--- config.mk ---
export PLATFORM = sky130hd
export DESIGN_NAME = game_controller
export DESIGN_NICKNAME = d
export VERILOG_FILES = /design/src/rtl/pong_pkg.sv /design/src/rtl/btn_debounce.sv /design/src/rtl/game_controller.sv
export SDC_FILE = /design/constraint.sdc
export NUM_CORES = 1
export LEC_CHECK = 0
export ABC_AREA = 1
export BUFFER_PORTS_ARGS = -buffer_cell sky130_fd_sc_hd__buf_2
export CAP_MARGIN = 20
export CORE_ASPECT_RATIO = 1.4
export CORE_MARGIN = 5
export CORE_UTILIZATION = 48
export CTS_CLUSTER_SIZE = 25
export DETAILED_ROUTE_END_ITERATION = 10
export PLACE_DENSITY = 0.77
export SYNTH_ARGS = -nofsm -noshare
export SYNTH_HDL_FRONTEND = slang
export SYNTH_SLANG_ARGS = --single-unit
--- constraint.sdc ---
create_clock -name clk -period 1.5 [get_ports clk]
set_input_delay 0.3 -clock clk [delete_from_list [all_inputs] [get_ports clk]]
set_output_delay 0.3 -clock clk [all_outputs]
set_load 0.01 [all_outputs]
--- src/rtl/pong_pkg.sv ---
// Shared types and encodings for the tennis game match sequencer.
package pong_pkg;

    localparam int SCORE_W = 4;

    // Match sequencer states
    typedef enum logic [2:0] {
        ST_IDLE,
        ST_SERVE,
        ST_PLAY,
        ST_PAUSE,
        ST_OVER
    } state_t;

    // game_state encodings seen by the ball block and display
    localparam logic [1:0] GS_IDLE = 2'b00;
    localparam logic [1:0] GS_PLAY = 2'b01;
    localparam logic [1:0] GS_HOLD = 2'b10;
    localparam logic [1:0] GS_OVER = 2'b11;

    // winner encodings
    localparam logic [1:0] WIN_NONE = 2'b00;
    localparam logic [1:0] WIN_P1   = 2'b01;
    localparam logic [1:0] WIN_P2   = 2'b10;

    // Serve and pause both present as a hold to the ball block
    function automatic logic [1:0] state_to_gs(input state_t s);
        case (s)
            ST_SERVE: state_to_gs = GS_HOLD;
            ST_PLAY:  state_to_gs = GS_PLAY;
            ST_PAUSE: state_to_gs = GS_HOLD;
            ST_OVER:  state_to_gs = GS_OVER;
            default:  state_to_gs = GS_IDLE;
        endcase
    endfunction

endpackage

--- src/rtl/btn_debounce.sv ---
// Button conditioner: 2-flop synchroniser, tick-based stable-level debounce,
// one-clk pulse on the debounced rising edge. A button held through reset
// gives no pulse until it has been seen released.
module btn_debounce #(
    parameter int DEBOUNCE_MS = 20
) (
    input  logic clk,
    input  logic reset,
    input  logic tick_1ms,
    input  logic btn_in,
    output logic pulse
);

    localparam int CNT_W = $clog2(DEBOUNCE_MS + 1);
    localparam logic [CNT_W-1:0] CNT_LAST = CNT_W'(DEBOUNCE_MS - 1);

    logic             sync_1;
    logic             sync_2;
    logic [1:0]       sync_vld;
    logic             level;
    logic             armed;
    logic [CNT_W-1:0] stable_cnt;
    logic             settle;

    // Level flips on the tick that completes DEBOUNCE_MS steady ticks
    assign settle = tick_1ms && (sync_2 != level) && (stable_cnt == CNT_LAST);

    // Synchronise the raw button and track when the pipeline holds real samples
    // NOTE: flops use non-blocking assignments so each one samples pre-edge values.
    always_ff @(posedge clk) begin
        if (reset) begin
            sync_1   <= 1'b0;
            sync_2   <= 1'b0;
            sync_vld <= 2'b00;
        end else begin
            sync_1   <= btn_in;
            sync_2   <= sync_1;
            sync_vld <= {sync_vld[0], 1'b1};
        end
    end

    // Count steady ticks, update the debounced level, emit the press pulse
    always_ff @(posedge clk) begin
        if (reset) begin
            level      <= 1'b0;
            armed      <= 1'b0;
            stable_cnt <= '0;
            pulse      <= 1'b0;
        end else begin
            pulse <= settle && sync_2 && armed;
            if (sync_vld[1] && !sync_2) begin
                armed <= 1'b1;
            end
            if (sync_2 == level) begin
                stable_cnt <= '0;
            end else if (tick_1ms) begin
                if (stable_cnt == CNT_LAST) begin
                    level      <= sync_2;
                    stable_cnt <= '0;
                end else begin
                    stable_cnt <= stable_cnt + CNT_W'(1);
                end
            end
        end
    end

endmodule

--- src/rtl/game_controller.sv ---
// Match sequencer: buttons and score changes in, game_state / ball reset /
// winner / paused out. All outputs are registered from the next state.
module game_controller
    import pong_pkg::*;
#(
    parameter int WIN_SCORE   = 7,
    parameter int SERVE_MS    = 1000,
    parameter int DEBOUNCE_MS = 20
) (
    input  logic       clk,
    input  logic       reset,
    input  logic       tick_1ms,
    input  logic       start_btn,
    input  logic       pause_btn,
    input  logic [3:0] p1_score,
    input  logic [3:0] p2_score,
    output logic [1:0] game_state,
    output logic       ball_rst_n,
    output logic [1:0] winner,
    output logic       paused
);

    localparam int SC_W = $clog2(SERVE_MS + 1);
    localparam logic [SC_W-1:0]    SERVE_LOAD = SC_W'(SERVE_MS);
    localparam logic [SCORE_W-1:0] WIN_THR    = SCORE_W'(WIN_SCORE);

    state_t             state;
    state_t             next_state;
    logic [SC_W-1:0]    serve_cnt;
    logic [SCORE_W-1:0] p1_q;
    logic [SCORE_W-1:0] p2_q;
    logic               point_evt;
    logic               load_serve;
    logic [1:0]         winner_next;
    logic               start_pulse;
    logic               pause_pulse;

    btn_debounce #(.DEBOUNCE_MS(DEBOUNCE_MS)) u_start_db (
        .clk      (clk),
        .reset    (reset),
        .tick_1ms (tick_1ms),
        .btn_in   (start_btn),
        .pulse    (start_pulse)
    );

    btn_debounce #(.DEBOUNCE_MS(DEBOUNCE_MS)) u_pause_db (
        .clk      (clk),
        .reset    (reset),
        .tick_1ms (tick_1ms),
        .btn_in   (pause_btn),
        .pulse    (pause_pulse)
    );

    // Any change against last cycle's copy is a point event
    assign point_evt = (p1_score != p1_q) || (p2_score != p2_q);

    // Next-state, serve reload and winner selection
    // NOTE: every comb output gets a default first so no path infers a latch.
    always_comb begin
        next_state  = state;
        load_serve  = 1'b0;
        winner_next = winner;
        case (state)
            ST_IDLE: begin
                winner_next = WIN_NONE;
                if (start_pulse) begin
                    next_state = ST_SERVE;
                    load_serve = 1'b1;
                end
            end
            ST_SERVE: begin
                if (tick_1ms && serve_cnt == SC_W'(1)) begin
                    next_state = ST_PLAY;
                end
            end
            ST_PLAY: begin
                if (point_evt) begin
                    if (p1_score >= WIN_THR) begin
                        next_state  = ST_OVER;
                        winner_next = WIN_P1;
                    end else if (p2_score >= WIN_THR) begin
                        next_state  = ST_OVER;
                        winner_next = WIN_P2;
                    end else begin
                        next_state = ST_SERVE;
                        load_serve = 1'b1;
                    end
                end else if (pause_pulse) begin
                    next_state = ST_PAUSE;
                end
            end
            ST_PAUSE: begin
                if (pause_pulse || start_pulse) begin
                    next_state = ST_PLAY;
                end
            end
            ST_OVER: begin
                if (start_pulse) begin
                    next_state  = ST_IDLE;
                    winner_next = WIN_NONE;
                end
            end
            default: begin
                next_state = ST_IDLE;
            end
        endcase
    end

    // State register
    always_ff @(posedge clk) begin
        if (reset) begin
            state <= ST_IDLE;
        end else begin
            state <= next_state;
        end
    end

    // Score copies track the inputs every cycle, whatever the state
    always_ff @(posedge clk) begin
        if (reset) begin
            p1_q <= '0;
            p2_q <= '0;
        end else begin
            p1_q <= p1_score;
            p2_q <= p2_score;
        end
    end

    // Serve counter: loaded on SERVE entry, counts ticks down, parks at 0
    always_ff @(posedge clk) begin
        if (reset) begin
            serve_cnt <= '0;
        end else if (load_serve) begin
            serve_cnt <= SERVE_LOAD;
        end else if (state == ST_SERVE && tick_1ms && serve_cnt != '0) begin
            serve_cnt <= serve_cnt - SC_W'(1);
        end
    end

    // Registered outputs decoded from the next state
    always_ff @(posedge clk) begin
        if (reset) begin
            game_state <= GS_IDLE;
            ball_rst_n <= 1'b0;
            winner     <= WIN_NONE;
            paused     <= 1'b0;
        end else begin
            game_state <= state_to_gs(next_state);
            ball_rst_n <= (next_state != ST_IDLE);
            winner     <= winner_next;
            paused     <= (next_state == ST_PAUSE);
        end
    end

endmodule

[Yosys cells after proc, flatten, opt, wreduce, memory -nomap -nowiden]
Cells that the tools add are included.
Operators by class
  multiplexer cells: 26
  bitwise operators: 2
  reduce and logical (&&, ||, !) cells: 29
  add/subtract/negate cells: 3
  equality and inequality tests: 20
  order comparisons: 2
Operator list (number)
  2-to-1 mux 3 bit: 8
  2-to-1 mux 10 bit: 2
  one-hot mux 3 bit (5 select lines): 1
  logical AND 1 bit: 13
  equality test 3 x 2 -> 1 bit, second input constant: 4
  one-hot mux 2 bit (3 select lines): 2
  adder 5 x 1 -> 5 bit, second input constant: 2
  equality test 10 x 1 -> 1 bit, second input constant: 1
  equality test 5 bit, second input constant: 2
  2-to-1 mux 5 bit: 2
  nonzero test 10 bit: 1
  subtractor 10 x 1 -> 10 bit, second input constant: 1
  greater-or-equal comparator 4 x 3 -> 1 bit, second input constant: 2
  2-to-1 mux 2 bit: 4
  != test 4 bit: 2
  OR reduction 2 bit: 4
  equality test 3 x 1 -> 1 bit, second input constant: 2
  equality test 3 bit, second input constant: 2
  2-to-1 mux 1 bit: 6
  AND reduction 3 bit: 2
  nonzero test 3 bit: 2
  AND reduction 4 bit: 1
  logical NOT 3 bit: 1
  != test 3 bit, second input constant: 1
  9 further kinds: 14
Word-level totals
  register bits: 51
  input bits: 13
  output and inout port bits: 6
  word-level logic and storage cells: 107

[Depth between registers and ports, before layout]
Gate-level depths: netlist (run 1).
  depth after elaboration: 8
  mapped depth: 12
  gate-level depth less buffers: 12

[Modules after synthesis]
Synthesis (run 1) repeated with hierarchy kept, for this count alone.
Second synthesis, totals
  cells, all modules: 344
  area, all modules: 2467.4 µm²
Modules (own cells, without submodules)
  game_controller: cells each 224, times used 1, area an instance 1514.0 µm², seq. area each 540.5 µm²
  btn_debounce: cells each 60, times used 2, area an instance 476.7 µm², seq. area each 240.2 µm²

[Least setup slack after synthesis (run 1)]
Ideal clock, no wire load.
  path type: reg2reg
  start: register serve_cnt[0]
  end: register serve_cnt[6]
  clock period less this slack: 1.341 ns
  slack: 0.159 ns
  library setup time: 0.128 ns
  stages on the path, launching flop included: 11
  arrival time: 1.214 ns
  required time: 1.372 ns
  path buffers: 0
  cell sequence: dfxtp_1 > inv_1 > ha_1 > nand2_1 > nand2_4 > nor2_2 > nand2_1 > nand2_1 > nand2_1 > nor2_1 > nor2_1
Between the ends
  word-level cells in the longest chain between the ends: 3
  elaborated cells on any way between the ends: 6
  classes of those cells: add/sub: 1; mux: 2; reduce/logical: 3
RTL lines
  start: declaration: RTL line game_controller.sv:29  | logic [SC_W-1:0] serve_cnt;
  start signal: assignment: RTL line game_controller.sv:136  | serve_cnt <= serve_cnt - SC_W'(1);
  subtractor 10 x 1 -> 10 bit / nonzero test 10 bit (equally long branches): RTL line game_controller.sv:136, game_controller.sv:135
  2-to-1 mux 10 bit / logical AND 1 bit (equally long branches): RTL line game_controller.sv:135  | end else if (state == ST_SERVE && tick_1ms && serve_cnt != '0) begin
  2-to-1 mux 10 bit / nonzero test 2 bit (equally long branches)
Parallel ways exist; a longest one is shown, timed or not. The select of a mux whose other input is x is not followed.
A chain may end at the register's enable or synchronous reset.

[Final worst setup path (run 1)]
  start: register serve_cnt[1]
  end: register serve_cnt[1]
Between the ends
  word-level cells in the longest chain between the ends: 2
  elaborated cells on any way between the ends: 3
  classes of those cells: add/sub: 1; reduce/logical: 2
RTL lines
  parallel branches: the longest is 2 deep, another holds subtractor 10 x 1 -> 10 bit
Several ways; the timed one is not identified.

==> results of run 1 <==
-- where the power goes --
part           internal (mW)  switching [mW]  leakage (nW)  total (mW)
Combinational         0.0562          0.0764         0.845       0.133
Clock                  0.417           0.413        0.0542       0.830
Sequential              1.32          0.0106         0.400        1.33
-- worst max-delay path: cells and delay by family, from the launching register on --
family / cells / cell delay [ps]
AND/OR/NAND/NOR: 3 / 420
flip-flops: 1 / 380
buffers and inverters: 2 / 240
adder cells (fa/ha/maj): 1 / 190
AO/OA/AOI/OAI: 1 / 140
-- sequential cells by signal, summed over array words and instances, names as in the netlist, 2 cells and up --
signal / flops
game_state: 2
p1_q: 4
p2_q: 4
serve_cnt: 10
state: 3
u_pause_db.stable_cnt: 5
u_start_db.stable_cnt: 5
winner: 2
-- cells in the final DEF (no fill, tap or decap), types with 2 or more instances in the layout --
| cell | netlist | routed |
|---|---|---|
| o21a_1 | 2 | 2 |
| nor3_1 | 6 | 6 |
| inv_1 | 47 | 47 |
| ha_1 | 5 | 5 |
| nor2_2 | 3 | 4 |
| xnor2_1 | 8 | 8 |
| nand3_1 | 14 | 13 |
| nor4_1 | 2 | 2 |
| nor2_1 | 54 | 51 |
| nand2_2 | 1 | 5 |
| nand2_1 | 65 | 62 |
| xor2_1 | 6 | 6 |
| dfxtp_1 | 49 | 47 |
| buf_2 | 1 | 18 |
| o21ai_1 | 4 | 3 |
| a21oi_2 | 2 | 2 |
| clkbuf_8 | 0 | 7 |
| nor2_4 | 2 | 4 |
| a21oi_1 | 17 | 17 |
| inv_2 | 5 | 5 |
| buf_4 | 0 | 16 |
| a31oi_1 | 2 | 2 |
| or2_1 | 2 | 2 |
| nand4_1 | 8 | 8 |
| nand3b_1 | 2 | 2 |
-- final cells by class --
cell class                      instances  area (um2)
Timing Repair Buffer                   34         210
Clock inverter                          1        5.00
Multi-Input combinational cell        210        1090
Tap cell                               62        77.6
Fill cell                             409        1860
Clock buffer                            7        96.3
Inverter                               54         205
Sequential cell                        49         986
-- cells by family (layout without fill, tap and decap cells) --
kind of cell               Yosys count  after routing  synth area share (%)
AOI/OAI and AO/OA                   28             28                  6.88
xor gates and xnor gates            14             14                  5.44
and+or+nand+nor                    162            163                  31.6
buffers and inverters               58             96                  9.82
adders and majority gates            5              5                  2.77
DFF                                 49             49                  43.5
-- metal layers --
metal	wire length, um	share of wire, %
met1	1830	44
met2	2130	51
met3	128	3.1
met4	88	2.1
met5	0	0
-- stage by stage --
stage | total power, mW | hold WS (ps) | util, % | TNS [ps]
floorplan | 1.44 | 388 | - | 0
global placement | 1.49 | 396 | 54.9 | -28.4
detailed placement | 1.49 | 395 | 54.9 | -101
CTS | 2.32 | 195 | 57.1 | 0
global route | 2.40 | 212 | 58.9 | -90.7
finish | 2.30 | 201 | 58.9 | 0
-- worst max path at each step --
stage	startpoint	end	slack [ps]	cells past startpoint
after CTS	p2_q[2]	ball_rst_n	9	8
after global placement	p1_score[0]	ball_rst_n	-20	9
after detailed placement	p2_score[2]	ball_rst_n	-50	9
after global routing	serve_cnt[1]	serve_cnt[1]	-40	7
after floorplan	serve_cnt[0]	serve_cnt[6]	160	10
final	serve_cnt[1]	serve_cnt[1]	60	7
-- Yosys cell counts, drive strengths merged --
| cell | instances | share of area [%] |
|---|---|---|
| xnor2 | 8 | 3.1 |
| ha | 5 | 2.8 |
| nand4 | 8 | 2.2 |
| nand2 | 67 | 12 |
| nand3b | 2 | 0.67 |
| nor2 | 59 | 11 |
| nand3 | 14 | 3.1 |
| buf | 1 | 0.22 |
| o21a | 2 | 0.67 |
| xor2 | 6 | 2.3 |
| nor4 | 2 | 0.55 |
| clkinv | 1 | 0.17 |
| clkbuf | 3 | 0.50 |
| dfxtp | 49 | 44 |
| nor3 | 7 | 1.8 |
| o21ai | 5 | 1.1 |
| a21oi | 19 | 4.6 |
| or2 | 3 | 0.83 |
| a31oi | 2 | 0.55 |
| inv | 53 | 8.9 |
-- repair_timing --
item / 4_1_cts / 5_1_grt
setup endpoints to repair: 0 / 12
gates resized for setup: 0 / 13
buffers inserted: 0 / 5
==> summary.md, run 1 <==
| Metric | Value |
|---|---|
| Outcome | completed |
| R2R Setup Slk | 60 ps |
| Period utilisation layout | 95.8% |
| Pwr Density | 859 nW/um2 |
| GR Util All Layers | between 10% and 20% |
| Max Freq | 696 MHz |
| Worst Path Required | 1730 ps |
| Largest net degree at the start of global routing | 18 |
| Final hold violation count | 0 |
| Final WL | ~4.2 mm |
| Die Span Y | around 91 um |
| N_diodes | 0 |
| Place WS | -53.9 ps |
| Number of primary I/O pins | 19 |
| Max_cap viols | 0 |
| Via total after detailed routing | ~2,000 |
| CTS Buf Count | 5 |
| HPWL Detailed | 3.14 mm |
| Final nets | 372 |
| First-pass GRT wire length | 7.21 mm |
| GP Congestion | 0.896 |
| Crit path cell chain | inv_1, ha_1, nand2_2, nand2_4, buf_4, or2_1, a21oi_1 |
| Worst Hold End | u_start_db.sync_1 |
| Site row count | 29 |
| Routed Antenna Nets | 0 |
| CTS H-Tree Depth | 2 |
| Avg Cell Area, Syn | 7.14 um2 |
| Slowest CP cell | dfxtp_1 |
| Area Overhead vs Synth | 18.5% |
| Crit path DAT | 1670 ps |
| Met2 Usage GRT | 24.3% |
| Sequential fraction of the synthesis area | 43.5% |
| Syn Nets | 334 |
| Hold depth | 3 |
| DR iter-0 viols | 70 |
| Netlist cell types | 30 |
| # hold bufs at CTS | 0 |
| FF-to-FF Start | serve_cnt[1] |
| HP Start | start_btn |
| Final-report setup violation count | 0 |
| Setup crit start kind | flip-flop |
| CTS clk-pin slew, worst paths | 80 ps |
| R2R cell count | 7 |
| Post-Syn Instances | 316 |
| Maximum fanout along the worst path | 5 |
| Critical path type | reg -> reg |
| YS warnings | 0 |
| Core Region | between 4000 and 5000 um2 |
| Routed wire length per instance | 10.0 um |
| Overflow after GRT | 0 |
| Placed insts | a little over 400 |
| Final instance area | 2670 um2 |
| Final min period | 1440 ps |
| Die ar. | 6190 um2 |
| Crit path capture type | flip-flop |
| Antenna violations before repair | 0 |
| Non-Filler Instances | ~420 |
| Sink Count | just under 50 |
| Synth Cell Area | 2250 um2 |
| Share of cells above drive strength 1 | 19.7% |
| Pleak | 1.30 nW |
| Port bufs | 18 |
| Post-DP Area | 2490 um2 |
| Clock tree from TritonCTS | yes |
| CTS Buffer Depth | 2 |
| Final slew viol count | 0 |
| Initial core utilization | between 40% and 50% |
| Max stage delay on crit path | around 380 ps |
| Clock latency at the later pin of the worst-skew pair | 300 ps |
| Slew margin rel. | 74.3% |
| DRC | 0 |
| PnR worst setup slack | approximately 63 ps |
| Most crowded layer after global routing | met2 |
| Met1 Resource Use GR | 18.0% |
| Least-Margin Pin Slew | 382 ps |
| Clock skew | approximately 4.7 ps |
| Die X | 67.9 um |
| Peak VDD IR | just over 700 uV |
| Clock root buffer | clkbuf_8 |
| Yosys reg bits | 49 |
| Hold crit path type | in -> reg |
| Vias/cell | 4.71 |
| Vias in the first global route | about 1,800 |
| Drt first pass iters | 4 |
| Reg2reg end | serve_cnt[1] |
| Met3 GRT Util | 2.96% |
Note: power is estimated with default switching activity, not from simulation.
==> run 2: changes to the inputs <==
Settings changed: SETUP_SLACK_MARGIN from default to 0.2.
==> run 2 against run 1 <==
Against the previous run: total power decreased by 3.3%; combinational power increased by 11%; sequential power about the same; die area unchanged; clock-buffer cell count unchanged; design area increased by 7.7%; non-clock buffer count increased by 6; hold slack got worse by 3.1 ps; critical endpoint is now serve_cnt[5]; largest cell class unchanged.
==> summary.md, run 2 (synthesis results as in run 1) <==
| Metric | Value |
|---|---|
| Outcome | completed |
| Site row count | 29 (unchanged) |
| Hold crit path type | in -> reg |
| Reg with most FFs | serve_cnt |
| R2R Setup Slk | 90 ps (+20 ps) |
| Vias/cell | 4.94 (+4.9%) |
| Core Region | 4540 um2 (unchanged) |
| Final nets | 377 (+1.3%) |
| Die X | 67.9 um (unchanged) |
| Hold depth | 3 (unchanged) |
| First-pass GRT wire length | 8.10 mm (+12%) |
| Routed Antenna Nets | 0 (unchanged) |
| Least-Margin Pin Slew | 386 ps (+3.98 ps) |
| Overflow after GRT | 0 (unchanged) |
| Antenna violations before repair | 0 (unchanged) |
| Crit path DAT | 1600 ps (-70 ps) |
| FF-to-FF Start | state[0] |
| Slowest CP cell | dfxtp_4 |
| Clock latency at the later pin of the worst-skew pair | 300 ps (about the same) |
| Final hold violation count | 0 (unchanged) |
| Vias in the first global route | 2,016 (+15%) |
| Crit path cell chain | inv_4, nor2_4, nand2_2, nor2_4, buf_4, nand4_1, o21ai_1, a21oi_1 |
| Peak VDD IR | 891 uV (+25%) |
| Commonest non-fill, non-tap cell in the layout | nand2_1 |
| Die ar. | 6190 um2 (unchanged) |
| Place WS | -51.9 ps (+2.01 ps) |
| CTS Buffer Depth | 2 (unchanged) |
| Highest-count cells in the layout ignoring fill and taps | nand2_1, inv_1, nor2_1 |
| RSZ-0062 raised after global routing | true |
| Total power | 2.22 mW (-3.3%) |
| Final WL | 4.97 mm (+19%) |
| Max_cap viols | 0 (unchanged) |
| Clock skew | 5.89 ps (+1.17 ps) |
| Clock root buffer | clkbuf_8 |
| Period utilisation layout | 94.3% (-1.5 points) |
| Filler cells | 386 (-5.6%) |
| Port bufs | 18 (unchanged) |
| Delay-heaviest family, CP | simple AND/OR/NAND/NOR gates |
| Top flop regs | serve_cnt (10), u_pause_db.stable_cnt (5), u_start_db.stable_cnt (5) |
| Final slew viol count | 0 (unchanged) |
| Critical path type | reg -> reg |
| Routed wire length per instance | 11.8 um (+18%) |
| Area Overhead vs Synth | 27.6% |
| CTS clk-pin slew, worst paths | 90 ps (about the same) |
| DRC | 0 (unchanged) |
| Clock tree from TritonCTS | yes |
| Initial core utilization | 49.7% (unchanged) |
| Slew margin rel. | 74.1% (-0.24 points) |
| Largest net degree at the start of global routing | 22 (+4) |
| CP most frequent cell | nor2_4 |
| CTS H-Tree Depth | 2 (unchanged) |
| DR iter-0 viols | 89 (+27%) |
| CTS Buf Count | 5 (unchanged) |
| Worst Hold End | u_start_db.sync_1 |
| Pleak | 1.35 nW (+3.9%) |
| HPWL Detailed | 3.36 mm (+7.2%) |
| Max Freq | 707 MHz (+1.6%) |
| Multi-input logic area | 1230 um2 (+13%) |
| Via total after detailed routing | 2,083 (+6.2%) |
| Number of primary I/O pins | 19 (unchanged) |
| N_diodes | 0 (unchanged) |
| R2R cell count | 8 (+1) |
| Final-report setup violation count | 0 (unchanged) |
| Buf+Inv Stages, Crit Path | 2 (unchanged) |
| GR Util All Layers | 16.7% (+2.0 points) |
| HP Start | start_btn |
| Drt first pass iters | 4 (unchanged) |
| # hold bufs at CTS | 0 (unchanged) |
| Maximum fanout along the worst path | 5 (unchanged) |
| Final min period | 1410 ps (-23.0 ps) |
| Share of cells above drive strength 1 | 33.6% (+14 points) |
| Pwr Density | 772 nW/um2 (-10%) |
| Die Span Y | 91.1 um (unchanged) |
| Max stage delay on crit path | 400 ps (+20 ps) |
| Reg2reg end | serve_cnt[5] |
| Storage element area | 1000 um2 (+1.8%) |
| Setup crit start kind | flip-flop |
| Crit path capture type | flip-flop |
| Max reg flops | 10 (unchanged) |
| Worst Path Required | 1690 ps (-40 ps) |
| Sink Count | 49 (unchanged) |
| GP Congestion | 0.840 (-6.3%) |
| PnR worst setup slack | 85.9 ps (+23.0 ps) |
-- run 2: cell types whose count changed in the layout (fill, tap and decap cells not counted), sizes merged --
cell,change
nand2,-1
buf,+6
clkinvlp,+1
clkinv,-1
-- run 2: where the power goes --
part	internal (mW)	switching [mW]	leakage [nW]
Sequential	1.32	0.0112	0.406
Combinational	0.0611	0.0860	0.906
Clock	0.330	0.413	0.0385
Total	1.71	0.510	1.35
-- run 2: layout make-up --
class | instances | share of cell area (%)
Clock inverter | 1 | 0.261
Inverter | 54 | 7.22
Tap cell | 62 | 2.70
Timing Repair Buffer | 40 | 9.52
Clock buffer | 7 | 2.65
Multi-Input combinational cell | 209 | 42.8
Sequential cell | 49 | 34.9
-- run 2: repair_timing --
action	CTS	global route
pin swaps	13	13
gates resized for setup	23	50
setup buffers	5	3
hold endpoints to repair	0	0
endpoints found under the setup margin	18	23
-- run 2: how the worst max path moves through the flow --
| stage | startpoint | to | cells after the start |
|---|---|---|---|
| after floorplan | serve_cnt[0] | serve_cnt[6] | 10 |
| after global placement | p1_score[0] | game_state[1] | 9 |
| after detailed placement | p2_score[0] | game_state[1] | 11 |
| after CTS | state[0] | serve_cnt[6] | 11 |
| after global routing | state[0] | serve_cnt[5] | 8 |
| final | state[0] | serve_cnt[5] | 8 |
-- run 2: worst min-delay path: stages --
cell and delay [ps]:
buf_2 70, inv_1 30, nor2_1 60
-- run 2: through the flow --
| step | std cells | hold WS (ps) | area [um2] | setup TNS (ps) | util (%) |
|---|---|---|---|---|---|
| detailed placement | 406 | 405 | 2510 | -143 | 55.4 |
| CTS | 419 | 189 | 2700 | 0 | 59.5 |
| finish | 422 | 198 | 2880 | 0 | 63.4 |
| floorplan | 316 | 388 | 2260 | 0 | - |
| global placement | 406 | 390 | 2510 | -77.0 | 55.4 |
| global route | 422 | 207 | 2880 | -42.7 | 63.4 |
-- run 2: metal layers --
layer	wire length [um]	vias up	track usage (%)
met5	0	-	0
met1	1890	963	17.7
met3	164	16	3.70
met2	2760	40	30.0
met4	163	0	7.46
li1	-	1064	-
